### config.mk
export PLATFORM = sky130hd
export DESIGN_NAME = wr_port_arbiter
export DESIGN_NICKNAME = d
export VERILOG_FILES = /design/src/rtl/fifo_pkg.sv /design/src/rtl/rr_pick.sv /design/src/rtl/wr_port_arbiter.sv
export SDC_FILE = /design/constraint.sdc
export NUM_CORES = 1
export LEC_CHECK = 0
export BUFFER_PORTS_ARGS = -buffer_cell sky130_fd_sc_hd__buf_4
export CAP_MARGIN = 20
export CORE_UTILIZATION = 42
export CTS_CLUSTER_SIZE = 30
export DETAILED_ROUTE_END_ITERATION = 12
export PLACE_DENSITY = 0.79
export SLEW_MARGIN = 5
export SYNTH_ARGS = -nofsm -noshare
export SYNTH_HDL_FRONTEND = slang
export SYNTH_SLANG_ARGS = --single-unit
### constraint.sdc
create_clock -name wclk -period 3 [get_ports wclk]
set_clock_uncertainty 0.05 [all_clocks]
set_input_delay 0.3 -clock wclk [delete_from_list [all_inputs] [get_ports wclk]]
set_output_delay 0.3 -clock wclk [all_outputs]
set_load 0.01 [all_outputs]
### src/rtl/fifo_pkg.sv
// Shared types and defaults for the write-side FIFO blocks.
package fifo_pkg;

    localparam int unsigned NUM_REQ_DEF = 4;
    localparam int unsigned DATA_W_DEF  = 8;

    typedef enum logic [1:0] {
        IDLE  = 2'd0,
        GRANT = 2'd1,
        HOLD  = 2'd2
    } arb_state_t;

endpackage

### src/rtl/rr_pick.sv
// Rotating-priority pick: first set req bit searching upward from rr_ptr, wrapping.
module rr_pick #(
    parameter  int unsigned NUM_REQ = 4,
    localparam int unsigned PTR_W   = $clog2(NUM_REQ)
) (
    input  logic [NUM_REQ-1:0] req,
    input  logic [PTR_W-1:0]   rr_ptr,
    output logic [NUM_REQ-1:0] pick,
    output logic               valid
);

    logic [PTR_W-1:0] idx;
    logic             found;

    always_comb begin
        pick  = '0;
        found = 1'b0;
        idx   = '0;
        for (int unsigned k = 0; k < NUM_REQ; k++) begin
            idx = PTR_W'((32'(rr_ptr) + k) % NUM_REQ);
            if (!found && req[idx]) begin
                pick[idx] = 1'b1;
                found     = 1'b1;
            end
        end
        valid = found;
    end

endmodule

### src/rtl/wr_port_arbiter.sv
// Round-robin write-port arbiter: grants one requester a burst of up to MAX_BURST
// FIFO writes, pausing in HOLD while the FIFO reports full.
module wr_port_arbiter
    import fifo_pkg::*;
#(
    parameter  int unsigned NUM_REQ   = NUM_REQ_DEF,
    parameter  int unsigned DATA_W    = DATA_W_DEF,
    parameter  int unsigned MAX_BURST = 4,
    localparam int unsigned PTR_W     = $clog2(NUM_REQ),
    localparam int unsigned CNT_W     = $clog2(MAX_BURST) + 1
) (
    input  logic                      wclk,
    input  logic                      wrst_n,
    input  logic [NUM_REQ-1:0]        req,
    input  logic [NUM_REQ*DATA_W-1:0] wdata_in,
    input  logic                      full,
    output logic                      w_en,
    output logic [DATA_W-1:0]         wdata,
    output logic [NUM_REQ-1:0]        gnt,
    output logic [NUM_REQ-1:0]        ack,
    output logic [PTR_W-1:0]          owner,
    output logic                      stalled
);

    arb_state_t         state, state_n;
    logic [NUM_REQ-1:0] gnt_n;
    logic [PTR_W-1:0]   owner_n, rr_ptr, rr_ptr_n, pick_idx;
    logic [CNT_W-1:0]   burst_cnt, burst_cnt_n;
    logic [NUM_REQ-1:0] pick_oh;
    logic               pick_vld;
    logic               rel;

    logic [NUM_REQ-1:0][DATA_W-1:0] words;

    rr_pick #(.NUM_REQ(NUM_REQ)) u_rr_pick (
        .req    (req),
        .rr_ptr (rr_ptr),
        .pick   (pick_oh),
        .valid  (pick_vld)
    );

    always_comb begin
        pick_idx = '0;
        for (int unsigned i = 0; i < NUM_REQ; i++) begin
            if (pick_oh[PTR_W'(i)]) pick_idx = PTR_W'(i);
        end
    end

    // Write path is combinational so the owner's word lands in the same cycle; reset gates it off.
    assign words   = wdata_in;
    assign w_en    = wrst_n && (state == GRANT) && req[owner] && !full;
    assign wdata   = words[owner];
    assign ack     = w_en ? (NUM_REQ'(1) << owner) : '0;
    assign stalled = (state == HOLD);

    always_ff @(posedge wclk) begin
        if (!wrst_n) begin
            state     <= IDLE;
            gnt       <= '0;
            owner     <= '0;
            rr_ptr    <= '0;
            burst_cnt <= '0;
        end else begin
            state     <= state_n;
            gnt       <= gnt_n;
            owner     <= owner_n;
            rr_ptr    <= rr_ptr_n;
            burst_cnt <= burst_cnt_n;
        end
    end

    always_comb begin
        state_n     = state;
        gnt_n       = gnt;
        owner_n     = owner;
        rr_ptr_n    = rr_ptr;
        burst_cnt_n = burst_cnt;
        rel         = 1'b0;
        case (state)
            IDLE: begin
                if (pick_vld) begin
                    gnt_n       = pick_oh;
                    owner_n     = pick_idx;
                    burst_cnt_n = '0;
                    state_n     = GRANT;
                end
            end
            GRANT: begin
                if (!req[owner]) begin
                    rel = 1'b1;
                end else if (full) begin
                    state_n = HOLD;
                end else begin
                    burst_cnt_n = burst_cnt + CNT_W'(1);
                    if (burst_cnt == CNT_W'(MAX_BURST - 1)) rel = 1'b1;
                end
            end
            HOLD: begin
                if (!req[owner])  rel     = 1'b1;
                else if (!full)   state_n = GRANT;
            end
            default: state_n = IDLE;
        endcase
        // Releasing requester drops to lowest priority for the next arbitration.
        if (rel) begin
            state_n  = IDLE;
            gnt_n    = '0;
            owner_n  = '0;
            rr_ptr_n = PTR_W'((32'(owner) + 1) % NUM_REQ);
        end
    end

endmodule

==> results of run 1 <==
-- per-layer routing --
layer | part of all wire | vias up
met5 | 0 | -
met4 | 0.0067 | 0
met1 | 0.45 | 635
met3 | 0.089 | 4
met2 | 0.46 | 59
li1 | - | 671
-- registers in the layout, indices dropped and copies added, names as in the netlist --
signal	flops
gnt	4
burst_cnt	3
rr_ptr	2
owner	2
state	2
-- path summary, 6_finish.rpt --
path,from,end,slack (ns),cells past startpoint
min,wrst_n,rr_ptr[0],0.24,2
max,rr_ptr[0],owner[0],0.40,8
max reg2reg,rr_ptr[0],owner[0],0.40,8
min reg2reg,burst_cnt[2],burst_cnt[2],0.43,2
-- cell usage in the layout, fill, tap and decap left out, types with 2 or more instances in the layout --
master	netlist	layout
a221o_2	2	2
mux4_2	10	10
a211oi_1	2	2
nor2b_1	2	2
ha_1	17	17
clkbuf_4	1	3
a21boi_0	3	3
a21oi_1	6	6
or3_1	2	2
inv_1	11	11
a221oi_2	2	2
dfxtp_1	13	13
mux2_2	4	4
nand3_1	3	3
nand2_1	10	10
mux2i_1	5	5
and2_1	6	6
nand2b_1	6	6
a221oi_1	3	3
o21ai_0	3	3
nor2_1	12	12
buf_4	1	61
nor3_1	3	3
nand3b_1	4	4
-- worst max-delay path: cells and delay by family (launching register included) --
| kind | cells | cell delay (ns) |
|---|---|---|
| compound gates | 2 | 0.67 |
| buf+inv | 1 | 0.10 |
| fa+ha+maj | 1 | 0.43 |
| flops | 1 | 0.35 |
| simple gates | 2 | 0.24 |
| mux | 2 | 0.68 |
-- Yosys cell counts, drive strengths merged --
library cell	n	area, sq um
ha	17	213
dfxtp	13	260
nor2	12	45.0
inv	11	41.3
mux4	10	225
nand2	10	37.5
nand2b	7	46.3
a21oi	6	30.0
and2	6	37.5
buf	6	43.8
mux2i	6	72.6
a221oi	5	56.3
mux2	5	60.1
a21boi	4	30.0
nand3b	4	30.0
o21ai	4	20.0
nand3	3	15.0
nor3	3	15.0
a211oi	2	15.0
a221o	2	22.5
nor2b	2	12.5
or3	2	12.5
a2111oi	1	15.0
a2bb2oi	1	8.76
a31o	1	8.76
a31oi	1	6.26
and3b	1	8.76
clkbuf	1	7.51
nor3b	1	7.51
o2bb2ai	1	8.76
o32ai	1	8.76
o41ai	1	8.76
or3b	1	8.76
-- final cells by class --
class	instances	area share
multi-input cells	120	0.564
well taps	44	0.0286
repair buffers	61	0.238
clock buffers	4	0.0136
flip-flops and latches	13	0.135
inverters	11	0.0214
-- report_power, final --
part           total [uW]  switching [uW]  internal [uW]
registers             273            50.4            222
logic                 812             395            417
clock network         113            61.7           51.6
total                1200             507            691
-- cells by family after synthesis --
group / after synthesis
fa+ha+maj: 17
compound gates: 30
simple gates: 52
flops: 13
buf+inv: 18
mux: 21
-- through the flow --
| stage | total power, uW | instances | setup slack [ns] | utilization |
|---|---|---|---|---|
| 3_3_place_gp | 1080 | 249 | 0.531 | 0.603 |
| 2_1_floorplan | 819 | 151 | 0.394 | - |
| 3_5_place_dp | 1080 | 249 | 0.460 | 0.603 |
| 5_1_grt | 1300 | 253 | 0.199 | 0.611 |
| 4_1_cts | 1200 | 253 | 0.446 | 0.611 |
| 6_report | 1200 | 253 | 0.397 | 0.611 |
==> impl_metrics.py, run 1 <==
metrics = {
    "outcome": {
        "status": "completed",
    },
    "worst_setup_path": {
        "arrival_ns": 2.76,
        "crit_required_ns": 3.15,
        "end_kind": "register",
        "cp-start-kind": "register",
        "path_cells": "inv_1, ha_1, mux4_2, nand2_1, mux2i_1, a221oi_1, nand2b_1, a221oi_2",
        "slowest_stage": "mux4_2",
        "critPathKind": "register to register",
        "worstPathMaxFanout": 7,
        "max_stage_delay_ns": 0.61,
    },
    "layout": {
        "fillers": 280,
        "multiInputGateArea_sq_um": 1090,
        "regArea_sq_um": 260,
        "drive_gt1_frac": 0.416,
        "final_cell_area_sq_um": 1930,
        "diodes": 0,
        "area_growth_syn_to_layout_pct": 33.9,
        "nNetsFinal": 266,
    },
    "global_route": {
        "gr-usage-met2": 0.352,
        "grt_max_degree": 15,
        "grt-ovfl-total": 0,
        "busiest_layer": "met2",
        "grt_pass1_vias": 1225,
        "met1_usage": 0.264,
        "gr-usage-all-layers": 0.205,
        "grt_util_met3": 0.0426,
        "antenna_found_initial": 0,
        "grt_first_pass_wirelength_um": 5630,
    },
    "synthesis": {
        "ys_warn_count": 0,
        "syn_area_sq_um": 1440,
        "synth_compound_area_frac": 0.166,
        "synth_cells": 151,
        "synth_xor_area_frac": 0,
        "synth-seq-area-share": 0.181,
        "yosysUniqueCellTypes": 42,
        "synth_area_per_cell_sq_um": 9.53,
        "synth.area.mux_share": 0.249,
        "ys_seq_elements": 13,
        "synth_adder_area_share": 0.148,
        "synth-simple-area-share": 0.192,
        "synth_top_family_by_area": "multiplexers",
        "synth.net_count": 207,
    },
    "timing": {
        "fmax_mhz": 384,
        "whs_ns": 0.239,
        "hold_viol": 0,
        "final.setup.tns_ns": 0,
        "fin_crit_sh": 0.868,
        "setup_viol": 0,
        "slew_viol_final": 0,
        "maxSlewHeadroom": 0.637,
        "min_period_ns": 2.60,
        "tightestPinTransition_ns": 0.539,
        "rsz0062_at_grt": "false",
    },
    "clock_network": {
        "cts_resized": 0,
        "cts.reportedPaths.clkPinSlew_ns": 0.09,
        "cts-root-buf": "clkbuf_4",
        "cts_max_level": 1,
        "ctsHoldBuffers": 0,
        "post-cts-setup-buffers": 0,
        "tritoncts": "yes",
        "numCtsBuffers": 3,
        "insertion_delay_ns": 0.28,
        "cts.path.max_buffers": 2,
        "cts_sinks": 13,
    },
    "detailed_routing": {
        "drtPass1Iterations": 4,
        "drt_wl_total_um": 3600,
        "first_iter_violations": 44,
        "drc": 0,
        "via_count": 1369,
        "wl_per_cell_um": 14.2,
        "vias_per_cell": 5.41,
        "ant_nets": 0,
    },
    "floorplan": {
        "core.rowCount": 20,
        "io_pins": 59,
        "start_util": 0.456,
        "fp.dieArea_sq_um": 3660,
        "fp.dieH_um": 60.5,
        "coreArea_sq_um": 3150,
        "die_x_um": 60.5,
    },
    "placement": {
        "place_congestion": 0.909,
        "dp_hpwl_um": 2830,
        "post_dp_cell_area_sq_um": 1900,
        "io_buffers": 58,
    },
    "power": {
        "power_density_nw_per_um2": 622,
        "p_leak_uw": 0.000840,
        "ir_drop_mv": 0.414,
    },
    "worst_hold_path": {
        "hp-class": "input pin to register",
    },
    "flow_run": {
        "drv_cap": 0,
    },
}
(Power assumes the default switching activity.)
==> run 2: changes to the inputs <==
--- a/config.mk
+++ b/config.mk
@@ -10,7 +10,9 @@
 export CORE_UTILIZATION = 42
 export CTS_CLUSTER_SIZE = 30
 export DETAILED_ROUTE_END_ITERATION = 12
+export GPL_ROUTABILITY_DRIVEN = 0
 export PLACE_DENSITY = 0.79
+export RECOVER_POWER = 25
 export SLEW_MARGIN = 5
 export SYNTH_ARGS = -nofsm -noshare
 export SYNTH_HDL_FRONTEND = slang
==> run 2 against run 1 <==
Net effect:
- core utilization is 0.83 points lower
- via count down 0.22%
- non-clock buffer count unchanged
- sequential power barely moved
- setup slack is essentially flat
- largest cell class unchanged
- largest power group unchanged
- highest routed layer unchanged
==> impl_metrics.py, run 2 (synthesis gave the netlist of run 1 again) <==
metrics = {
    "detailed_routing": {
        "vias_per_cell": 5.40,
        "drtPass1Iterations": 4,
        "via_count": 1366,
        "first_iter_violations": 44,
        "drt_wl_total_um": 3590,
        "ant_nets": 0,
        "drc": 0,
        "wl_per_cell_um": 14.2,
    },
    "global_route": {
        "grt-ovfl-total": 0,
        "antenna_found_initial": 0,
        "busiest_layer": "met2",
        "grt_util_met3": 0.0426,
        "gr-usage-all-layers": 0.205,
        "grt_max_degree": 15,
        "met1_usage": 0.264,
        "grt_first_pass_wirelength_um": 5630,
        "grt_pass1_vias": 1225,
        "gr-usage-met2": 0.352,
    },
    "layout": {
        "top_register": "gnt",
        "final_common_cell": "buf_4",
        "regArea_sq_um": 260,
        "area_growth_syn_to_layout_pct": 32.1,
        "fin_cells": 253,
        "diodes": 0,
        "final_cell_mix": "buf_4 (54), ha_1 (17), dfxtp_1 (13)",
        "fillers": 286,
        "top_regs": "gnt x4, burst_cnt x3",
        "largest_reg_flops": 4,
        "nNetsFinal": 266,
        "multiInputGateArea_sq_um": 1090,
        "drive_gt1_frac": 0.383,
    },
    "clock_network": {
        "cts_max_level": 1,
        "cts.path.max_buffers": 2,
        "cts-root-buf": "clkbuf_4",
        "cts.reportedPaths.clkPinSlew_ns": 0.09,
        "cts_sinks": 13,
        "insertion_delay_ns": 0.28,
        "cts_resized": 0,
        "ctsHoldBuffers": 0,
        "post-cts-setup-buffers": 0,
        "numCtsBuffers": 3,
        "tritoncts": "yes",
    },
    "outcome": {
        "status": "completed",
    },
    "timing": {
        "fmax_mhz": 384,
        "tightestPinTransition_ns": 0.539,
        "hold_viol": 0,
        "slew_viol_final": 0,
        "final.setup.tns_ns": 0,
        "min_period_ns": 2.60,
        "fin_crit_sh": 0.868,
        "rsz0062_at_grt": "false",
        "maxSlewHeadroom": 0.637,
        "setup_viol": 0,
    },
    "floorplan": {
        "start_util": 0.456,
        "fp.dieH_um": 60.5,
        "io_pins": 59,
        "die_x_um": 60.5,
        "fp.dieArea_sq_um": 3660,
        "core.rowCount": 20,
        "coreArea_sq_um": 3150,
    },
    "power": {
        "ir_drop_mv": 0.384,
        "power_density_nw_per_um2": 616,
        "p_leak_uw": 0.000811,
    },
    "worst_setup_path": {
        "cp-start-kind": "register",
        "end_kind": "register",
        "worstPathMaxFanout": 7,
        "r2r_cells": 8,
        "crit_required_ns": 3.15,
        "arrival_ns": 2.75,
        "critPathKind": "register to register",
    },
    "worst_hold_path": {
        "worstHoldPathCells": 2,
        "hp-class": "input pin to register",
    },
    "flow_run": {
        "drv_cap": 0,
    },
    "placement": {
        "dp_hpwl_um": 2830,
        "io_buffers": 58,
        "dp_cells": 249,
    },
}
[run 2: changes by cell type in the layout (fill, tap and decap cells not counted), sizes merged]
cell    before  now
clkbuf       4   11
buf         61   54
[run 2: final timing paths]
kind,slack [ns],end,start
setup reg to reg,0.40,owner[0],rr_ptr[0]
hold reg to reg,0.44,burst_cnt[2],burst_cnt[2]
hold / removal,0.24,rr_ptr[0],wrst_n
setup / recovery,0.40,owner[0],rr_ptr[0]
[run 2: layout make-up]
cell class | count | area share
clock buffer | 4 | 0.0138
inverter | 11 | 0.0217
multi-input combinational | 120 | 0.571
sequential | 13 | 0.137
tap | 44 | 0.0290
timing repair buffer | 61 | 0.227
[run 2: worst max-delay path: stages (launching register included)]
cell and delay [ns]:
dfxtp_1 0.35, inv_1 0.10, ha_1 0.43, mux4_2 0.61
nand2_1 0.11, mux2i_1 0.08, a221oi_1 0.42, nand2b_1 0.13
a221oi_2 0.25
[run 2: stage by stage]
step | hold WS, ns | setup slack (ns) | util | total power, uW | instance area, sq um
floorplan | 0.372 | 0.394 | - | 819 | 1440
global placement | 0.425 | 0.531 | 0.603 | 1080 | 1900
detailed placement | 0.427 | 0.460 | 0.603 | 1080 | 1900
CTS | 0.228 | 0.446 | 0.611 | 1200 | 1930
global route | 0.224 | 0.199 | 0.603 | 1280 | 1900
finish | 0.239 | 0.397 | 0.603 | 1170 | 1900
[run 2: power by group]
part	switching (uW)	internal, uW	total [uW]
registers	49.4	222	272
logic	394	391	785
clock network	61.7	51.6	113
[run 2: metal layers]
metal | vias to the layer above | wire, um
met5 | - | 0
li1 | 670 | -
met4 | 0 | 24
met2 | 61 | 1640
met3 | 4 | 316
met1 | 631 | 1610
